==> src/rtl/led_seq_pkg.sv <==
// Shared types, key patterns and helpers for the LED mode sequencer.
// Mode/state enums, engine key patterns, ms-to-cycles conversion.
package led_seq_pkg;

  typedef enum logic [2:0] {
    MODE_NONE = 3'd0,
    MODE_SL   = 3'd1,
    MODE_RL   = 3'd2,
    MODE_WL   = 3'd3,
    MODE_PWM  = 3'd4
  } mode_e;

  typedef enum logic [2:0] {
    ST_IDLE,
    ST_ISSUE,
    ST_WAIT,
    ST_ABORT,
    ST_GAP
  } state_e;

  // {key_2, key_3, key_4}, active-low
  localparam logic [2:0] PAT_SL   = 3'b011;
  localparam logic [2:0] PAT_RL   = 3'b101;
  localparam logic [2:0] PAT_WL   = 3'b110;
  localparam logic [2:0] PAT_PWM  = 3'b001;
  localparam logic [2:0] PAT_IDLE = 3'b111;

  function automatic logic [63:0] ms_to_cycles(
    input logic [63:0] freq,
    input logic [63:0] ms
  );
    return (freq * ms) / 64'd1000;
  endfunction

  function automatic logic [2:0] mode_pattern(input mode_e m);
    case (m)
      MODE_SL:  return PAT_SL;
      MODE_RL:  return PAT_RL;
      MODE_WL:  return PAT_WL;
      MODE_PWM: return PAT_PWM;
      default:  return PAT_IDLE;
    endcase
  endfunction

  function automatic mode_e auto_mode(input logic [1:0] idx);
    case (idx)
      2'd0:    return MODE_SL;
      2'd1:    return MODE_RL;
      2'd2:    return MODE_WL;
      default: return MODE_PWM;
    endcase
  endfunction

endpackage

==> src/rtl/led_mode_sequencer_debounce.sv <==
// Single-key debouncer: accepts a level after DEB stable cycles.
// Ports: clk, rst_n, key (raw, active-low), stable level, press pulse.
module key_debounce #(
  parameter int unsigned DEB = 20
) (
  input  logic clk,
  input  logic rst_n,
  input  logic key,
  output logic stable,
  output logic press
);

  localparam int CW = (DEB > 1) ? $clog2(DEB) : 1;
  localparam logic [CW-1:0] LAST = CW'(DEB - 1);

  logic [CW-1:0] cnt_q;

  // Any return of the raw input to the accepted level restarts the count.
  always_ff @(posedge clk or negedge rst_n) begin
    if (!rst_n) begin
      stable <= 1'b1;
      press  <= 1'b0;
      cnt_q  <= '0;
    end else begin
      press <= 1'b0;
      if (key == stable) begin
        cnt_q <= '0;
      end else if (cnt_q == LAST) begin
        stable <= key;
        press  <= ~key;
        cnt_q  <= '0;
      end else begin
        cnt_q <= cnt_q + 1'b1;
      end
    end
  end

endmodule

==> src/rtl/led_mode_sequencer.sv <==
// Front-end controller: debounced keys -> mode runs on the LED engine.
// Ports: clk, rst_n, i_key, i_auto, i_done; o_start, o_key_*, o_matrix_rst_n, o_busy, o_mode, o_timeout.
module led_mode_sequencer
  import led_seq_pkg::*;
#(
  parameter int unsigned P_FREQUENCY    = 50_000_000,
  parameter int unsigned P_DEBOUNCE_MS  = 20,
  parameter int unsigned P_TIMEOUT_MS   = 2000,
  parameter int unsigned P_AUTO_GAP_MS  = 500,
  parameter int unsigned P_ABORT_CYCLES = 2
) (
  input  logic       clk,
  input  logic       rst_n,
  input  logic [3:0] i_key,
  input  logic       i_auto,
  input  logic       i_done,
  output logic       o_start,
  output logic       o_key_2,
  output logic       o_key_3,
  output logic       o_key_4,
  output logic       o_matrix_rst_n,
  output logic       o_busy,
  output logic [2:0] o_mode,
  output logic       o_timeout
);

  localparam logic [63:0] DEB_L =
    ms_to_cycles(64'(P_FREQUENCY), 64'(P_DEBOUNCE_MS));
  localparam logic [63:0] TMO_L =
    ms_to_cycles(64'(P_FREQUENCY), 64'(P_TIMEOUT_MS));
  localparam logic [63:0] GAP_L =
    ms_to_cycles(64'(P_FREQUENCY), 64'(P_AUTO_GAP_MS));

  localparam int unsigned DEB = 32'(DEB_L);
  localparam int TW = (TMO_L > 64'd1) ? $clog2(TMO_L) : 1;
  localparam int GW = (GAP_L > 64'd1) ? $clog2(GAP_L) : 1;
  localparam int AW =
    (P_ABORT_CYCLES > 1) ? $clog2(P_ABORT_CYCLES) : 1;
  localparam logic [TW-1:0] TMO_LAST = TW'(TMO_L - 64'd1);
  localparam logic [GW-1:0] GAP_LAST = GW'(GAP_L - 64'd1);
  localparam logic [AW-1:0] ABT_LAST = AW'(P_ABORT_CYCLES - 1);

  logic [3:0] key_stable;
  logic [3:0] key_press;
  logic [3:0] key_hit;

  for (genvar g = 0; g < 4; g++) begin : g_deb
    key_debounce #(.DEB(DEB)) u_deb (
      .clk    (clk),
      .rst_n  (rst_n),
      .key    (i_key[g]),
      .stable (key_stable[g]),
      .press  (key_press[g])
    );
  end

  assign key_hit = key_press & ~key_stable;

  mode_e hit_mode;

  always_comb begin
    hit_mode = MODE_NONE;
    priority case (1'b1)
      key_hit[1]: hit_mode = MODE_SL;
      key_hit[2]: hit_mode = MODE_RL;
      key_hit[3]: hit_mode = MODE_WL;
      key_hit[0]: hit_mode = MODE_PWM;
      default:    hit_mode = MODE_NONE;
    endcase
  end

  state_e        state_q, state_d;
  mode_e         mode_q, mode_d;
  mode_e         pend_mode;
  logic          pend_valid, pend_clr;
  logic          armed, arm_set, arm_clr;
  logic [1:0]    auto_idx;
  logic [TW-1:0] tmo_cnt;
  logic [GW-1:0] gap_cnt;
  logic [AW-1:0] abt_cnt;
  logic          tmo_hit, timeout_q, mrst_q;
  logic          start, busy;
  logic [2:0]    pat;

  always_ff @(posedge clk or negedge rst_n) begin
    if (!rst_n) state_q <= ST_IDLE;
    else        state_q <= state_d;
  end

  always_comb begin
    state_d  = state_q;
    mode_d   = mode_q;
    pend_clr = 1'b0;
    arm_set  = 1'b0;
    arm_clr  = 1'b0;
    tmo_hit  = 1'b0;
    start    = 1'b0;
    busy     = 1'b0;
    pat      = PAT_IDLE;
    unique case (state_q)
      ST_IDLE: begin
        if (pend_valid) begin
          mode_d   = pend_mode;
          pend_clr = 1'b1;
          arm_clr  = 1'b1;
          state_d  = ST_ISSUE;
        end else if (i_auto && armed) begin
          mode_d  = auto_mode(auto_idx);
          arm_clr = 1'b1;
          state_d = ST_ISSUE;
        end else if (i_auto) begin
          state_d = ST_GAP;
        end else begin
          arm_clr = 1'b1;
        end
      end
      ST_ISSUE: begin
        start   = 1'b1;
        busy    = 1'b1;
        pat     = mode_pattern(mode_q);
        state_d = ST_WAIT;
      end
      ST_WAIT: begin
        busy = 1'b1;
        if (i_done) begin
          state_d = ST_IDLE;
        end else if (tmo_cnt == TMO_LAST) begin
          tmo_hit = 1'b1;
          state_d = ST_ABORT;
        end else if (pend_valid && mode_q == MODE_PWM) begin
          // PWM never finishes, so a new request preempts it
          state_d = ST_ABORT;
        end
      end
      ST_ABORT: begin
        busy = 1'b1;
        if (abt_cnt == ABT_LAST) state_d = ST_IDLE;
      end
      ST_GAP: begin
        if (!i_auto || pend_valid) begin
          state_d = ST_IDLE;
        end else if (gap_cnt == GAP_LAST) begin
          arm_set = 1'b1;
          state_d = ST_IDLE;
        end
      end
      default: state_d = ST_IDLE;
    endcase
  end

  always_ff @(posedge clk or negedge rst_n) begin
    if (!rst_n) begin
      mode_q     <= MODE_NONE;
      pend_valid <= 1'b0;
      pend_mode  <= MODE_NONE;
      armed      <= 1'b0;
      auto_idx   <= '0;
      tmo_cnt    <= '0;
      gap_cnt    <= '0;
      abt_cnt    <= '0;
      timeout_q  <= 1'b0;
      mrst_q     <= 1'b0;
    end else begin
      mode_q    <= mode_d;
      timeout_q <= tmo_hit;
      mrst_q    <= 1'b1;
      // a fresh press overrides the clear from the same cycle
      if (|key_hit) begin
        pend_valid <= 1'b1;
        pend_mode  <= hit_mode;
      end else if (pend_clr) begin
        pend_valid <= 1'b0;
      end
      if (arm_set)      armed <= 1'b1;
      else if (arm_clr) armed <= 1'b0;
      if (state_q == ST_ISSUE) auto_idx <= auto_idx + 1'b1;
      tmo_cnt <= (state_q == ST_WAIT) ? tmo_cnt + 1'b1 : '0;
      gap_cnt <= (state_q == ST_GAP) ? gap_cnt + 1'b1 : '0;
      abt_cnt <= (state_q == ST_ABORT) ? abt_cnt + 1'b1 : '0;
    end
  end

  assign o_start                   = start;
  assign {o_key_2, o_key_3, o_key_4} = pat;
  assign o_busy                    = busy;
  assign o_mode                    = mode_q;
  assign o_timeout                 = timeout_q;
  assign o_matrix_rst_n            = mrst_q & (state_q != ST_ABORT);

endmodule

==> config.mk <==
export PLATFORM = sky130hd
export DESIGN_NAME = led_mode_sequencer
export DESIGN_NICKNAME = d
export VERILOG_FILES = /design/src/rtl/led_seq_pkg.sv /design/src/rtl/led_mode_sequencer_debounce.sv /design/src/rtl/led_mode_sequencer.sv
export SDC_FILE = /design/constraint.sdc
export NUM_CORES = 1
export LEC_CHECK = 0
export CAP_MARGIN = 0
export CORE_AREA = 2 2 115 117
export CTS_BUF_LIST = sky130_fd_sc_hd__clkbuf_4 sky130_fd_sc_hd__clkbuf_8
export DETAILED_ROUTE_END_ITERATION = 8
export DIE_AREA = 0 0 117 119
export HOLD_SLACK_MARGIN = 0.1
export PLACE_DENSITY = 0.77
export SETUP_SLACK_MARGIN = 0.4
export SLEW_MARGIN = 5
export SYNTH_ARGS = -nofsm -noshare
export SYNTH_HDL_FRONTEND = slang
export SYNTH_HIERARCHICAL = 1
export SYNTH_SLANG_ARGS = --single-unit
==> constraint.sdc <==
create_clock -name clk -period 6.6 [get_ports clk]
set_clock_uncertainty 0.1 [all_clocks]
set_input_delay 0.99 -clock clk [delete_from_list [all_inputs] [get_ports clk]]
set_output_delay 0.99 -clock clk [all_outputs]
set_load 0.01 [all_outputs]
==> results of run 1 <==
[flip-flops by register name, indices dropped and copies added, names as in the netlist]
name	count
g_deb.u_deb/cnt_q	80
tmo_cnt	27
gap_cnt	25
g_deb.u_deb/press	4
g_deb.u_deb/stable	4
o_mode	3
pend_mode	3
state_q	3
auto_idx	2
abt_cnt	1
armed	1
mrst_q	1
o_timeout	1
pend_valid	1
[cell type report]
| cell class | count | area share, % |
|---|---|---|
| flip-flops and latches | 156 | 46.3 |
| multi-input cells | 591 | 42.8 |
| clock buffers | 25 | 3.71 |
| well taps | 176 | 2.61 |
| repair buffers | 21 | 2.39 |
| inverters | 32 | 1.42 |
| clock inverters | 7 | 0.771 |
[cell usage after synthesis, types with 13 or more instances]
master      n
xor2_1     36
o31ai_1    21
o21ai_0    29
a21oi_1    60
xnor2_1    32
or3_1      23
clkbuf_1   25
nand4_1    26
or4_1      36
nor2_1     93
dfrtp_1   152
inv_1      31
nand2_1    43
nand3_1    50
o21ai_1    13
[cells by family (layout without fill, tap and decap cells)]
family                     count (synthesis)  after routing  synth area share (%)
and+or+nand+nor                          372            372                  26.6
DFF                                      156            156                  50.2
AOI/OAI and AO/OA                        135            135                  9.77
xor gates and xnor gates                  68             68                  7.65
buffers and inverters                     67             85                  3.50
adders and majority gates                  9              9                  1.45
muxes                                      6              6                 0.835
other                                      1              1                0.0481
[layout by cell type (no fill, tap or decap), types with 5 or more instances in the layout]
cell type | netlist | final
dfrtp_1 | 152 | 152
nor2_1 | 93 | 93
a21oi_1 | 60 | 60
nand3_1 | 50 | 50
nand2_1 | 43 | 43
or4_1 | 36 | 36
xor2_1 | 36 | 36
xnor2_1 | 32 | 32
inv_1 | 31 | 31
nand4_1 | 26 | 26
o21ai_0 | 29 | 25
or3_1 | 23 | 23
o31ai_1 | 21 | 21
clkbuf_8 | 0 | 20
o21ai_1 | 13 | 16
clkdlybuf4s50_1 | 0 | 16
nor3_1 | 12 | 12
or3_2 | 12 | 12
nor4_1 | 11 | 11
and2_1 | 10 | 10
and3_1 | 10 | 10
ha_1 | 9 | 9
and4_1 | 8 | 8
nor4b_1 | 6 | 6
nor2b_1 | 5 | 5
o211ai_1 | 5 | 5
nor4bb_1 | 5 | 5
clkbuf_4 | 0 | 5
[power groups by stage]
stage	clock network, W	registers [W]	logic (W)
6_report	0.000675	0.000982	0.0000810
5_1_grt	0.000741	0.000984	0.0000942
4_1_cts	0.000697	0.000982	0.0000830
3_5_place_dp	0	0.00100	0.0000829
3_3_place_gp	0	0.000999	0.0000779
2_1_floorplan	0	0.000997	0.0000448
[through the flow]
stage | instances | power [W] | setup slack [ps] | utilization, %
floorplan | 814 | 0.00104 | 4510 | -
finish | 1008 | 0.00174 | 3540 | 65.6
CTS | 1008 | 0.00176 | 3510 | 65.5
global route | 1008 | 0.00182 | 3410 | 65.6
detailed placement | 976 | 0.00108 | 3870 | 62.6
global placement | 976 | 0.00108 | 3990 | 62.6
[metal layers]
metal	wire, µm	GRT usage, %	vias to the layer above
li1	-	-	2919
met1	6690	29.4	2918
met2	7360	38.3	93
met4	208	8.46	0
met3	468	6.16	20
met5	0	0	-
[how the worst min path moves through the flow]
| stage | start | end | cells past startpoint |
|---|---|---|---|
| 2_1_floorplan | gap_cnt[0] | gap_cnt[0] | 1 |
| 3_3_place_gp | gap_cnt[0] | gap_cnt[0] | 1 |
| 3_5_place_dp | gap_cnt[0] | gap_cnt[0] | 1 |
| 4_1_cts | gap_cnt[0] | gap_cnt[0] | 1 |
| 5_1_grt | gap_cnt[0] | gap_cnt[0] | 1 |
| 6_report | gap_cnt[0] | gap_cnt[0] | 1 |
==> impl_metrics.ini, run 1 <==
[setup_path]
crit_slowest_cell = clkdlybuf4s50_1
crit_cells = 4
required_ps = 5510
ff2ff_path_depth = 4
r2r-start = gap_cnt[2]
r2r_slack_ps = 4220
crit_type = reg2out
cp-startpoint = state_q[2]
cp_data_arrival_time_ps = 1970
crit_end = o_key_2
cp_top_family = simple AND/OR/NAND/NOR gates
timing.critical_path.buf_inv = 1
end_kind = output port
critPathLaunchType = flip-flop
reg2reg_to = gap_cnt[22]
critPathMaxStageDelay_ps = 480
crit_chain = nor2_1, nand2_1, or3_1, clkdlybuf4s50_1
crit_path_max_fanout = 7

[pwr]
irDropWorstVdd_mv = 0.173
p_per_area_nw_per_um2 = 206
cell_internal_pwr_w = 0.00134
power.share.clock_pct = 38.8
p_sw_share_pct = 22.9
p_leak_nw = 3.36
pwr-share-seq_pct = 56.5
p_comb_share_pct = 4.7
p_switching_w = 0.000398

[placement]
dp_hpwl_um = 10100
dpl_cell_area_um2 = 8060
io_buffers = 17
routabilityCongestion = 0.807

[global_routing]
grt_overflow = 0
grt_antenna_before_repair = 0
grt_use_total_pct = 23.2
first_global_vias = 5858
grt_max_degree = 85
grt_pass1_wl_um = 25900

[logic_synthesis]
synth-main-ff-cell = dfrtp_1
yosys_warnings = 6
synth-edff-count = 0
syn-instance-count = 814
ys_seq_area_share_pct = 50.2
synth_area_leaders = dfrtp_1 (49%), nor2_1 (4.5%), xor2_1 (4.0%)
yosysTopAreaCellShare_pct = 48.8
synth-seq-cells = 156
synth_fp_nets = 831
synth_area_leader_cell = dfrtp_1
async_reset_ff_share_pct = 100
syn_area_um2 = 7790
yosysUniqueCellTypes = 51
avgSynthCellArea_um2 = 9.57

[timing]
finalSetupTns_ps = 0
setup_viol = 0
hold_slack_ps = 356
timing.final.max_slew_violations = 0
worstMarginPinSlew_ps = 961
layout_min_cycle_time_ps = 3060
finalHoldViolCount = 0
rsz0062_at_grt = no
period_share_pct = 46.3
fmax_ghz = 0.327
slew_headroom_pct = 35.9

[drt]
wirelength_um = 14700
vias = 5950
final_antenna_net_count = 0
drc = 0
first_iter_violations = 354
wl_per_cell_um = 14.6
via_per_inst = 5.90
dr.pass1.iters = 5

[clock_network]
tritoncts = done
cts_buffers = 17
htree_levels = 4
clock_latency_ps = 460
postCtsSetupBuffers = 0
hold_buffers = 0
cts_root_buffer = clkbuf_8
clk_pin_slew_ps = 70
clock-sinks = 156
post_cts_resized = 0
clockBufferDepth = 2

[finish]
seqCellArea_um2 = 3910
final_nets = 836
multiInputGateArea_um2 = 3610
drive_above_1_share_pct = 8.65
finalInstanceArea_um2 = 8440
syn_to_final_growth_pct = 8.35
nFillCells = 1037
n_antenna_cell = 0

[floorplanning]
rows = 42
die-width_um = 117
start_util_pct = 60.5
core_um2 = 12900
pin_count = 18
die-area_um2 = 13900
fp.dieH_um = 119

[min_path]
hold_path.class = reg2reg

[run]
drv_cap = 0

[status]
run_status = finished clean
Note: power is estimated with default switching activity, not from simulation.
==> run 2: changes to the inputs <==
- clock period: 6.6 -> 3.05 ns (I/O delays scaled with it)
==> impl_metrics.ini, run 2 (synthesis results as in run 1) <==
[placement]
io_buffers = 17
dp_hpwl_um = 10300
routabilityCongestion = 0.844
dp_cells = 978

[pwr]
power.total_w = 0.00399
p_leak_nw = 3.39
irDropWorstVdd_mv = 0.319
p_per_area_nw_per_um2 = 467

[global_routing]
grt_antenna_before_repair = 0
grt_use_met3_pct = 4.07
first_global_vias = 5806
met1_usage_pct = 29.1
grt_overflow = 0
top_usage_layer = met2
grt_use_total_pct = 23.0
grt_pass1_wl_um = 25700
grt_max_degree = 79
use_met2_pct = 39.4

[timing]
worstMarginPinSlew_ps = 931
finalSetupTns_ps = 0
finalHoldViolCount = 0
timing.final.max_slew_violations = 0
layout_min_cycle_time_ps = 2530
slew_headroom_pct = 37.9
hold_slack_ps = 384
rsz0062_at_grt = no
setup_viol = 0
period_share_pct = 83.0
fmax_ghz = 0.395

[setup_path]
r2r_slack_ps = 720
required_ps = 2490
crit_type = reg2out
cp_data_arrival_time_ps = 1970
critPathLaunchType = flip-flop
end_kind = output port
crit_path_max_fanout = 7
ff2ff_path_depth = 4

[finish]
final_nets = 839
top_regs = g_deb.u_deb/cnt_q x80, tmo_cnt x27, gap_cnt x25
largest_reg_flops = 80
final_common_cell = dfrtp_1
seqCellArea_um2 = 3910
multiInputGateArea_um2 = 3610
nFillCells = 999
drive_above_1_share_pct = 8.74
n_antenna_cell = 0
mostFrequentLayoutCells = dfrtp_1 (152), nor2_1 (93), a21oi_1 (60)
top_register = g_deb.u_deb/cnt_q
fin_cells = 1011
syn_to_final_growth_pct = 9.62

[clock_network]
clock_latency_ps = 450
clock-sinks = 156
clockBufferDepth = 2
tritoncts = done
cts_buffers = 17
clk_pin_slew_ps = 80
cts_root_buffer = clkbuf_8
htree_levels = 4
post_cts_resized = 0

[drt]
vias = 6030
final_antenna_net_count = 0
wl_per_cell_um = 14.7
drc = 0
dr.pass1.iters = 5
first_iter_violations = 519
wirelength_um = 14900
via_per_inst = 5.96

[status]
run_status = finished clean

[floorplanning]
fp.dieH_um = 119
die-area_um2 = 13900
die-width_um = 117
core_um2 = 12900
rows = 42
pin_count = 18
start_util_pct = 60.5

[run]
drv_cap = 0

[min_path]
hold_depth = 1
hold_path.class = reg2reg
[run 2: changes by cell type in the layout (fill, tap and decap cells not counted), sizes merged]
cell	change
clkinvlp	+1
buf	+2
dlygate4sd3	+1
clkbuf	-4
bufinv	+3
[run 2: final timing paths]
path	from	endpoint
max in group asynchronous	rst_n	g_deb[1].u_deb/stable
hold reg to reg	gap_cnt[0]	gap_cnt[0]
setup / recovery	state_q[2]	o_key_2
hold / removal	gap_cnt[0]	gap_cnt[0]
setup reg to reg	gap_cnt[2]	gap_cnt[22]
min in group asynchronous	rst_n	tmo_cnt[21]
[run 2: what timing repair did]
action                                 in CTS  in global routing
hold buffers                                1                  0
buffers inserted                            0                  0
endpoints found under the hold margin      75                  0
[run 2: metal layers]
metal	vias up	wire, µm
li1	2913	-
met1	3013	6720
met2	89	7580
met3	15	408
met4	0	199
met5	-	0
[run 2: worst max-delay path, stage by stage, from the launching register on]
cell	delay (ps)
dfrtp_1	440
nor2_1	130
nand2_1	120
or3_1	360
clkdlybuf4s50_1	480
[run 2: final cells by class]
type | count | area share, %
repair buffers | 24 | 2.80
clock inverters | 11 | 1.95
flip-flops and latches | 156 | 45.8
multi-input cells | 591 | 42.3
well taps | 176 | 2.58
inverters | 32 | 1.41
clock buffers | 21 | 3.24
[run 2: per-stage QoR]
step	utilization, %	area, µm²	setup slack (ps)
2_1_floorplan	-	7790	975
3_3_place_gp	62.8	8090	903
3_5_place_dp	62.8	8090	789
4_1_cts	66.3	8540	485
5_1_grt	66.3	8540	427
6_report	66.3	8540	519
[run 2: where the power goes]
group	internal, W	switching [W]	total [W]
Combinational	0.0000570	0.000122	0.000179
Sequential	0.00209	0.0000291	0.00212
Clock	0.000950	0.000733	0.00168
